### config.mk
export PLATFORM = sky130hd
export DESIGN_NAME = fp_add_round_pack
export DESIGN_NICKNAME = d
export VERILOG_FILES = /design/src/rtl/fp_add_round_pack.sv
export SDC_FILE = /design/constraint.sdc
export NUM_CORES = 1
export LEC_CHECK = 0
export CAP_MARGIN = 10
export CORE_ASPECT_RATIO = 1.25
export CORE_MARGIN = 2
export CORE_UTILIZATION = 50
export CTS_CLUSTER_SIZE = 30
export DETAILED_ROUTE_END_ITERATION = 8
export PLACE_DENSITY = 0.85
export SETUP_SLACK_MARGIN = 0.02
export SYNTH_ARGS = -nofsm -noshare
export SYNTH_HDL_FRONTEND = slang
export SYNTH_SLANG_ARGS = --single-unit
### constraint.sdc
create_clock -name clk -period 5.2 [get_ports clk]
set_clock_uncertainty 0.15 [all_clocks]
set_input_delay 0.52 -clock clk [delete_from_list [all_inputs] [get_ports clk]]
set_output_delay 0.52 -clock clk [all_outputs]
set_load 0.02 [all_outputs]
### src/rtl/fp_add_round_pack.sv
`default_nettype none
// ----------------------------------------------------------------------------
// fp_add_round_pack : FP32 adder stage 4 - RNE round, pack, 2-entry out queue
// Revision 1.0
// ----------------------------------------------------------------------------
module fp_add_round_pack #(
  parameter int DEPTH = 2
) (
  input  logic        clk,
  input  logic        rst,
  input  logic        in_valid,
  output logic        in_ready,
  input  logic [7:0]  exp_large_out_s4,
  input  logic [7:0]  leading_zero_ctr,
  input  logic [23:0] left_shifted_mant,
  input  logic [2:0]  grs_s4,
  input  logic        sign_out_s4,
  output logic        out_valid,
  input  logic        out_ready,
  output logic [31:0] result,
  output logic        flag_zero,
  output logic        flag_uf,
  output logic        flag_of
);

  logic              w_round_up;
  logic [24:0]       w_m25;
  logic              w_carry;
  logic [22:0]       w_frac;
  logic signed [9:0] w_exp;
  logic [31:0]       w_word;
  logic              w_zero;
  logic              w_uf;
  logic              w_of;
  logic              w_push;
  logic              w_pop;

  logic [34:0]       r_mem [DEPTH];
  logic              r_wr_ptr;
  logic              r_rd_ptr;
  logic [1:0]        r_count;

  // Round to nearest, ties to even, using guard/round/sticky below bit 0.
  assign w_round_up = grs_s4[2] & (grs_s4[1] | grs_s4[0] | left_shifted_mant[0]);
  assign w_m25      = {1'b0, left_shifted_mant} + {24'd0, w_round_up};
  assign w_carry    = w_m25[24];
  assign w_frac     = w_carry ? w_m25[23:1] : w_m25[22:0];
  assign w_exp      = {2'b00, exp_large_out_s4} - {2'b00, leading_zero_ctr}
                      + {9'd0, w_carry};

  always_comb begin
    w_word = {sign_out_s4, w_exp[7:0], w_frac};
    w_zero = 1'b0;
    w_uf   = 1'b0;
    w_of   = 1'b0;
    if (leading_zero_ctr >= 8'd24) begin
      w_word = 32'h0000_0000;
      w_zero = 1'b1;
    end else if (exp_large_out_s4 == 8'hFF) begin
      w_word = {sign_out_s4, 8'hFF, 23'd0};
      w_of   = 1'b1;
    end else if (w_exp <= 10'sd0) begin
      w_word = {sign_out_s4, 31'd0};
      w_uf   = 1'b1;
      w_zero = 1'b1;
    end else if (w_exp >= 10'sd255) begin
      w_word = {sign_out_s4, 8'hFF, 23'd0};
      w_of   = 1'b1;
    end
  end

  assign in_ready  = (r_count != 2'(DEPTH));
  assign out_valid = (r_count != 2'd0);
  assign w_push    = in_valid & in_ready;
  assign w_pop     = out_valid & out_ready;

  // Outputs read as zero whenever the queue is empty, including after reset.
  assign result    = out_valid ? r_mem[r_rd_ptr][34:3] : 32'd0;
  assign flag_zero = out_valid & r_mem[r_rd_ptr][2];
  assign flag_uf   = out_valid & r_mem[r_rd_ptr][1];
  assign flag_of   = out_valid & r_mem[r_rd_ptr][0];

  always_ff @(posedge clk) begin
    if (rst) begin
      r_wr_ptr <= 1'b0;
      r_rd_ptr <= 1'b0;
      r_count  <= 2'd0;
    end else begin
      if (w_push) begin
        r_mem[r_wr_ptr] <= {w_word, w_zero, w_uf, w_of};
        r_wr_ptr        <= ~r_wr_ptr;
      end
      if (w_pop) begin
        r_rd_ptr <= ~r_rd_ptr;
      end
      case ({w_push, w_pop})
        2'b10:   r_count <= r_count + 2'd1;
        2'b01:   r_count <= r_count - 2'd1;
        default: r_count <= r_count;
      endcase
    end
  end

endmodule
`default_nettype wire

Yosys cells after proc, flatten, opt, wreduce, memory -nomap -nowiden
Memories as Yosys holds them, arrays and structs flattened. A register that Yosys moved wholly into a read port is not among the register bits.
Index checks and enable logic that the tools add are counted.
{"block": "word_totals", "regBits": 4, "latchBits": 0, "mem_bits_rw": 70, "romBits": 0, "in_bits": 48, "elab_cells": 48, "n_memories": 1}
{"block": "op_classes", "n_addsub": 5, "multipliers": 0, "div": 0, "n_lt_le_gt_ge": 3, "n_eq_ne": 4, "n_shift": 0, "muxes": 20, "n_bitwise": 10, "n_reduce_logical": 2}
{"memory": "r_mem", "words": 2, "word_bits": 35, "rd": 1, "rd_ports_with_merged_regs": 1, "wr": 1, "line": "38", "source": "logic [34:0] r_mem [DEPTH];"}
{"operator": "31-bit two-way mux", "n": 3}
{"operator": "32-bit two-way mux", "n": 2}
{"operator": "24-bit by 1-bit adder with 25-bit output", "n": 1}
{"operator": "23-bit two-way mux", "n": 1}
{"operator": "1-bit two-way mux", "n": 13}
{"operator": "9-bit by 2-bit adder with 10-bit output", "n": 1}
{"operator": "10-bit by 9-bit >= comparator with 1-bit output, second input constant", "n": 1}
{"operator": "10-bit by 1-bit <= comparator with 1-bit output, second input constant", "n": 1}
{"operator": "8-bit by 8-bit subtractor with 9-bit output", "n": 1}
{"operator": "8-bit == test, second input constant", "n": 1}
{"operator": "8-bit by 5-bit >= comparator with 1-bit output, second input constant", "n": 1}
{"operator": "1-bit bitwise AND", "n": 6}
{"operator": "2-bit case mux with 2 select lines", "n": 1}
{"operator": "2-bit nonzero test", "n": 2}
{"operator": "2-bit by 1-bit adder with 2-bit output, second input constant", "n": 1}
{"operator": "2-bit by 1-bit == test with 1-bit output, second input constant", "n": 1}
{"operator": "2-bit == test, second input constant", "n": 1}
{"operator": "2-bit inequality test, second input constant", "n": 1}
{"operator": "1-bit inverter", "n": 2}
{"operator": "1-bit OR", "n": 2}
{"operator": "2-bit by 1-bit subtractor with 2-bit output, second input constant", "n": 1}

Longest topological paths before layout
{"block": "depth", "ltp_word": 10, "ltp_mapped": 19}

Least setup slack after synthesis
No wires, ideal clock.
{"block": "synth_timing", "path_kind": "input -> register", "startpoint": "in left_shifted_mant[0]", "endpoint": "mem r_mem[0][11], data pin", "arrival_ns": 3.987, "setup_slack_ns": 0.790, "stages": 18, "cell_sequence": "and2_1 ha_1 and3_1 and4_1 nand3_1 nor2_1 nand3_1 inv_2 ha_1 ha_1 nand2_1 or3_4 or4b_4 o211ai_2 or2_1 buf_6 buf_4 nor3_1"}
{"block": "synth_between", "elab_chain_cells": 9}
{"item": "from (decl)", "line": "15", "source": "input logic [23:0] left_shifted_mant,"}
{"item": "1-bit OR", "line": "44", "source": "assign w_round_up = grs_s4[2] & (grs_s4[1] | grs_s4[0] | left_shifted_mant[0]);"}
{"item": "1-bit bitwise AND", "line": "44"}
{"item": "24-bit by 1-bit adder with 25-bit output (*)", "line": "45", "source": "assign w_m25 = {1'b0, left_shifted_mant} + {24'd0, w_round_up};"}
{"item": "9-bit by 2-bit adder with 10-bit output", "line": "49", "source": "+ {9'd0, w_carry};"}
{"item": "10-bit by 9-bit >= comparator with 1-bit output", "line": "66", "source": "end else if (w_exp >= 10'sd255) begin"}
{"item": "31-bit two-way mux", "line": "66"}
{"item": "31-bit two-way mux (*)", "line": "62", "source": "end else if (w_exp <= 10'sd0) begin"}
{"item": "31-bit two-way mux (*)", "line": "59", "source": "end else if (exp_large_out_s4 == 8'hFF) begin"}
{"item": "32-bit two-way mux (*)", "line": "56", "source": "if (leading_zero_ctr >= 8'd24) begin"}
{"item": "named net w_word[8]", "line": "31", "source": "logic [31:0] w_word;"}
{"item": "to (decl)", "line": "38"}
Mark *: on every way through the listed nets, which the timed path passes. The rest lies on a longest branch.

Worst setup path in the final report
{"block": "layout_timing", "startpoint": "in left_shifted_mant[0]", "endpoint": "mem r_mem[1][6], data pin"}
Same word-level chain as after synthesis.

==> run_results.csv <==
group,metric,value,unit
outcome,status,"finished clean",
route,routed-via-count,3365,
synth,syn_area_per_cell,10.8,um2
synth,synth-edff-count,70,
run,maxCapViolations,0,
route,wl_per_cell,15.3,um
timing,min_period,4.86,ns
placement,place_ws,-0.0184,ns
clocking,postCtsSetupRepairBufs,0,
route,firstDrtPassIters,4,
synth,yosysTopAreaCell,"edfxtp_1",
timing,clock.fmax,0.206,GHz
critical_path,worstPathArrival,4.82,ns
synth,synthesis.nets,470,
timing,setup_tns,0,ns
floorplanning,start_util,51.1,%
cells_and_area,drive_above_1_share,7.58,%
synth,yosysMostFrequentCell,"edfxtp_1",
cells_and_area,fin_cells,621,
power,comb_power_share,43.7,%
critical_path,critical_path_required,5.16,ns
synth,synth_cell_types,56,
power,clock_power_share,17.7,%
timing,slew_headroom,26.8,%
route,drc,0,
clocking,cts_tree,"yes",
synth,ys.flop_type,"edfxtp_1",
clocking,cts_buffers,9,
power,p_sw,0.757,mW
synth,ys_ff_latch,75,
timing,setup_violations,0,
floorplanning,die-height,109,um
clocking,cts_buffer_depth,2,
timing,hold_ws,0.377,ns
clocking,holdBufCountCts,0,
route,wirelength,9.52,mm
synth,synth.area.top_cells,"edfxtp_1 (48%), mux2i_1 (8.4%), nor2_1 (5.8%)",
clocking,htreeDepth,3,
route,ant_nets,0,
placement,dp.cells,605,
clocking,root_buffer,"clkbuf_8",
timing,tightest_slew,1.10,ns
cells_and_area,antennaDiodeCount,0,
timing,rsz0062_at_grt,"false",
power,swShare,36.7,%
synth,async_reset_ff_share,0,%
power,total_power,2.06,mW
synth,synth_cells,408,
floorplanning,fp.dieArea,9620,um2
synth,ys_seq_area_share,49.8,%
route,via_per_inst,5.42,
power,p_per_area,372,nW/um2
route,drt_iter0_markers,168,
synth,ys_warn_count,0,
critical_path,reg2reg_setup_slack,3.15,ns
power,p_int,1.31,mW
grt,grt_max_degree,36,
clocking,path_clk_slew,0.07,ns
placement,numPortBuffers,84,
placement,gp_congestion,0.974,
floorplanning,core-area,8650,um2
critical_path,crit_path_max_fanout,24,
floorplanning,fp.dieW,88.1,um
cells_and_area,nets,558,
synth,synth_area,4420,um2
power,vdd_ir_drop_max,0.171,mV
clocking,clkSinkCount,75,
synth,synth_top_area_share,47.5,%
power,seq_power_share,38.6,%
cells_and_area,area_delta_synth_final,25.5,%
floorplanning,fp-row-count,38,
critical_path,crit_path_start_kind,"input port",
grt,grtUsageMet1,23.0,%
critical_path,crit_type,"input port to flop",
synth,synth_common_cells,"edfxtp_1 (70), nor2_1 (68), mux2i_1 (37), nor3_1 (23), nand2_1 (22)",
grt,gr-usage-all-layers,20.3,%
placement,hpwl,7.03,mm
grt,antenna_found_initial,0,
grt,grt_overflow,0,
timing,worst_slack,0.339,ns
timing,drv_slew,0,
clocking,clk_latency,0.35,ns
worst_hold_path,min_path_type,"flop to flop",
clocking,cts.repair.resized,0,
power,leakage,1.96,nW
grt,first_global_vias,3317,
grt,met2_usage,37.1,%
timing,fin_crit_sh,93.5,%
timing,hold_viol,0,
critical_path,end_kind,"flop",
grt,busiest_layer,"met2",
grt,grt.met3_usage,3.41,%
floorplanning,ios,85,
grt,grt_pass1_wl,15.0,mm
## worst paths after layout
| check | start | endpoint | depth (start not counted) |
|---|---|---|---|
| setup / recovery | left_shifted_mant[0] | r_mem[1][6]$_DFFE_PP_ | 18 |
| hold / removal | r_count[1]$_SDFFE_PP0P_ | r_count[1]$_SDFFE_PP0P_ | 2 |
| setup reg to reg | r_count[1]$_SDFFE_PP0P_ | r_count[1]$_SDFFE_PP0P_ | 6 |
| hold reg to reg | r_count[1]$_SDFFE_PP0P_ | r_count[1]$_SDFFE_PP0P_ | 2 |
## flip-flops by register name (all words and copies together), names as in the netlist, named ones only
register and count:
r_mem 70, r_rd_ptr 1, r_wr_ptr 1, r_count 2
## critical path, cell delays in order
cell             delay (ns)
clkdlybuf4s50_1        0.51
and2_1                 0.18
ha_1                   0.18
and3_1                 0.21
and4_1                 0.30
nand3_1                0.16
nor2_1                 0.26
nand3_1                0.16
inv_2                  0.09
ha_1                   0.18
ha_1                   0.19
nand2_1                0.14
or3_4                  0.41
o41ai_4                0.26
o211ai_2               0.19
or2_1                  0.23
buf_4                  0.23
nor4_1                 0.42
## layer usage
layer | up-vias | part of all wire, %
met5 | - | 0
met4 | 0 | 2.2
met3 | 17 | 5.5
met2 | 102 | 54
met1 | 1574 | 38
li1 | 1672 | -
## stage by stage
stage          area [um2]  utilization [%]
2_1_floorplan        4420                -
3_3_place_gp         5390             62.3
3_5_place_dp         5390             62.3
4_1_cts              5550             64.2
5_1_grt              5550             64.2
6_report             5550             64.2
## layout make-up
type	instances	area, um2
clock buffers	9	124
well taps	120	150
fillers	695	3100
multi-input cells	305	2090
repair buffers	92	901
inverters	13	48.8
clock inverters	7	33.8
flip-flops and latches	75	2200
## cells by family after synthesis
group                      Yosys count  synth area share (%)
AOI/OAI and AO/OA                   49                  8.12
xor gates and xnor gates            31                  6.14
adders and majority gates           14                  4.13
buffers and inverters               28                  3.25
DFF                                 75                  49.8
muxes                               37                  8.37
and+or+nand+nor                    174                  20.2
## power by group through the flow
stage / logic, mW / clock network, mW / registers (mW)
2_1_floorplan: 0.582 / 0 / 0.753
3_3_place_gp: 0.890 / 0 / 0.805
3_5_place_dp: 0.910 / 0 / 0.808
4_1_cts: 0.912 / 0.371 / 0.796
5_1_grt: 0.968 / 0.398 / 0.804
6_report: 0.902 / 0.366 / 0.796
## cell usage in the layout, fill, tap and decap left out, types with 5 or more instances in the layout
cell and count:
xor2_1 15, nand4_1 6, a21oi_1 13, clkbuf_8 9, nor3_1 22, clkdlybuf4s50_1 84
xnor2_1 16, and3_1 6, o21ai_0 8, nand2b_1 5, nand3_1 9, nand2_1 22
buf_4 8, inv_1 12, and2_1 5, nor2_1 67, a211oi_1 5, mux2i_1 37
ha_1 13, edfxtp_1 70
No activity file was read; power rests on OpenSTA's default activity.
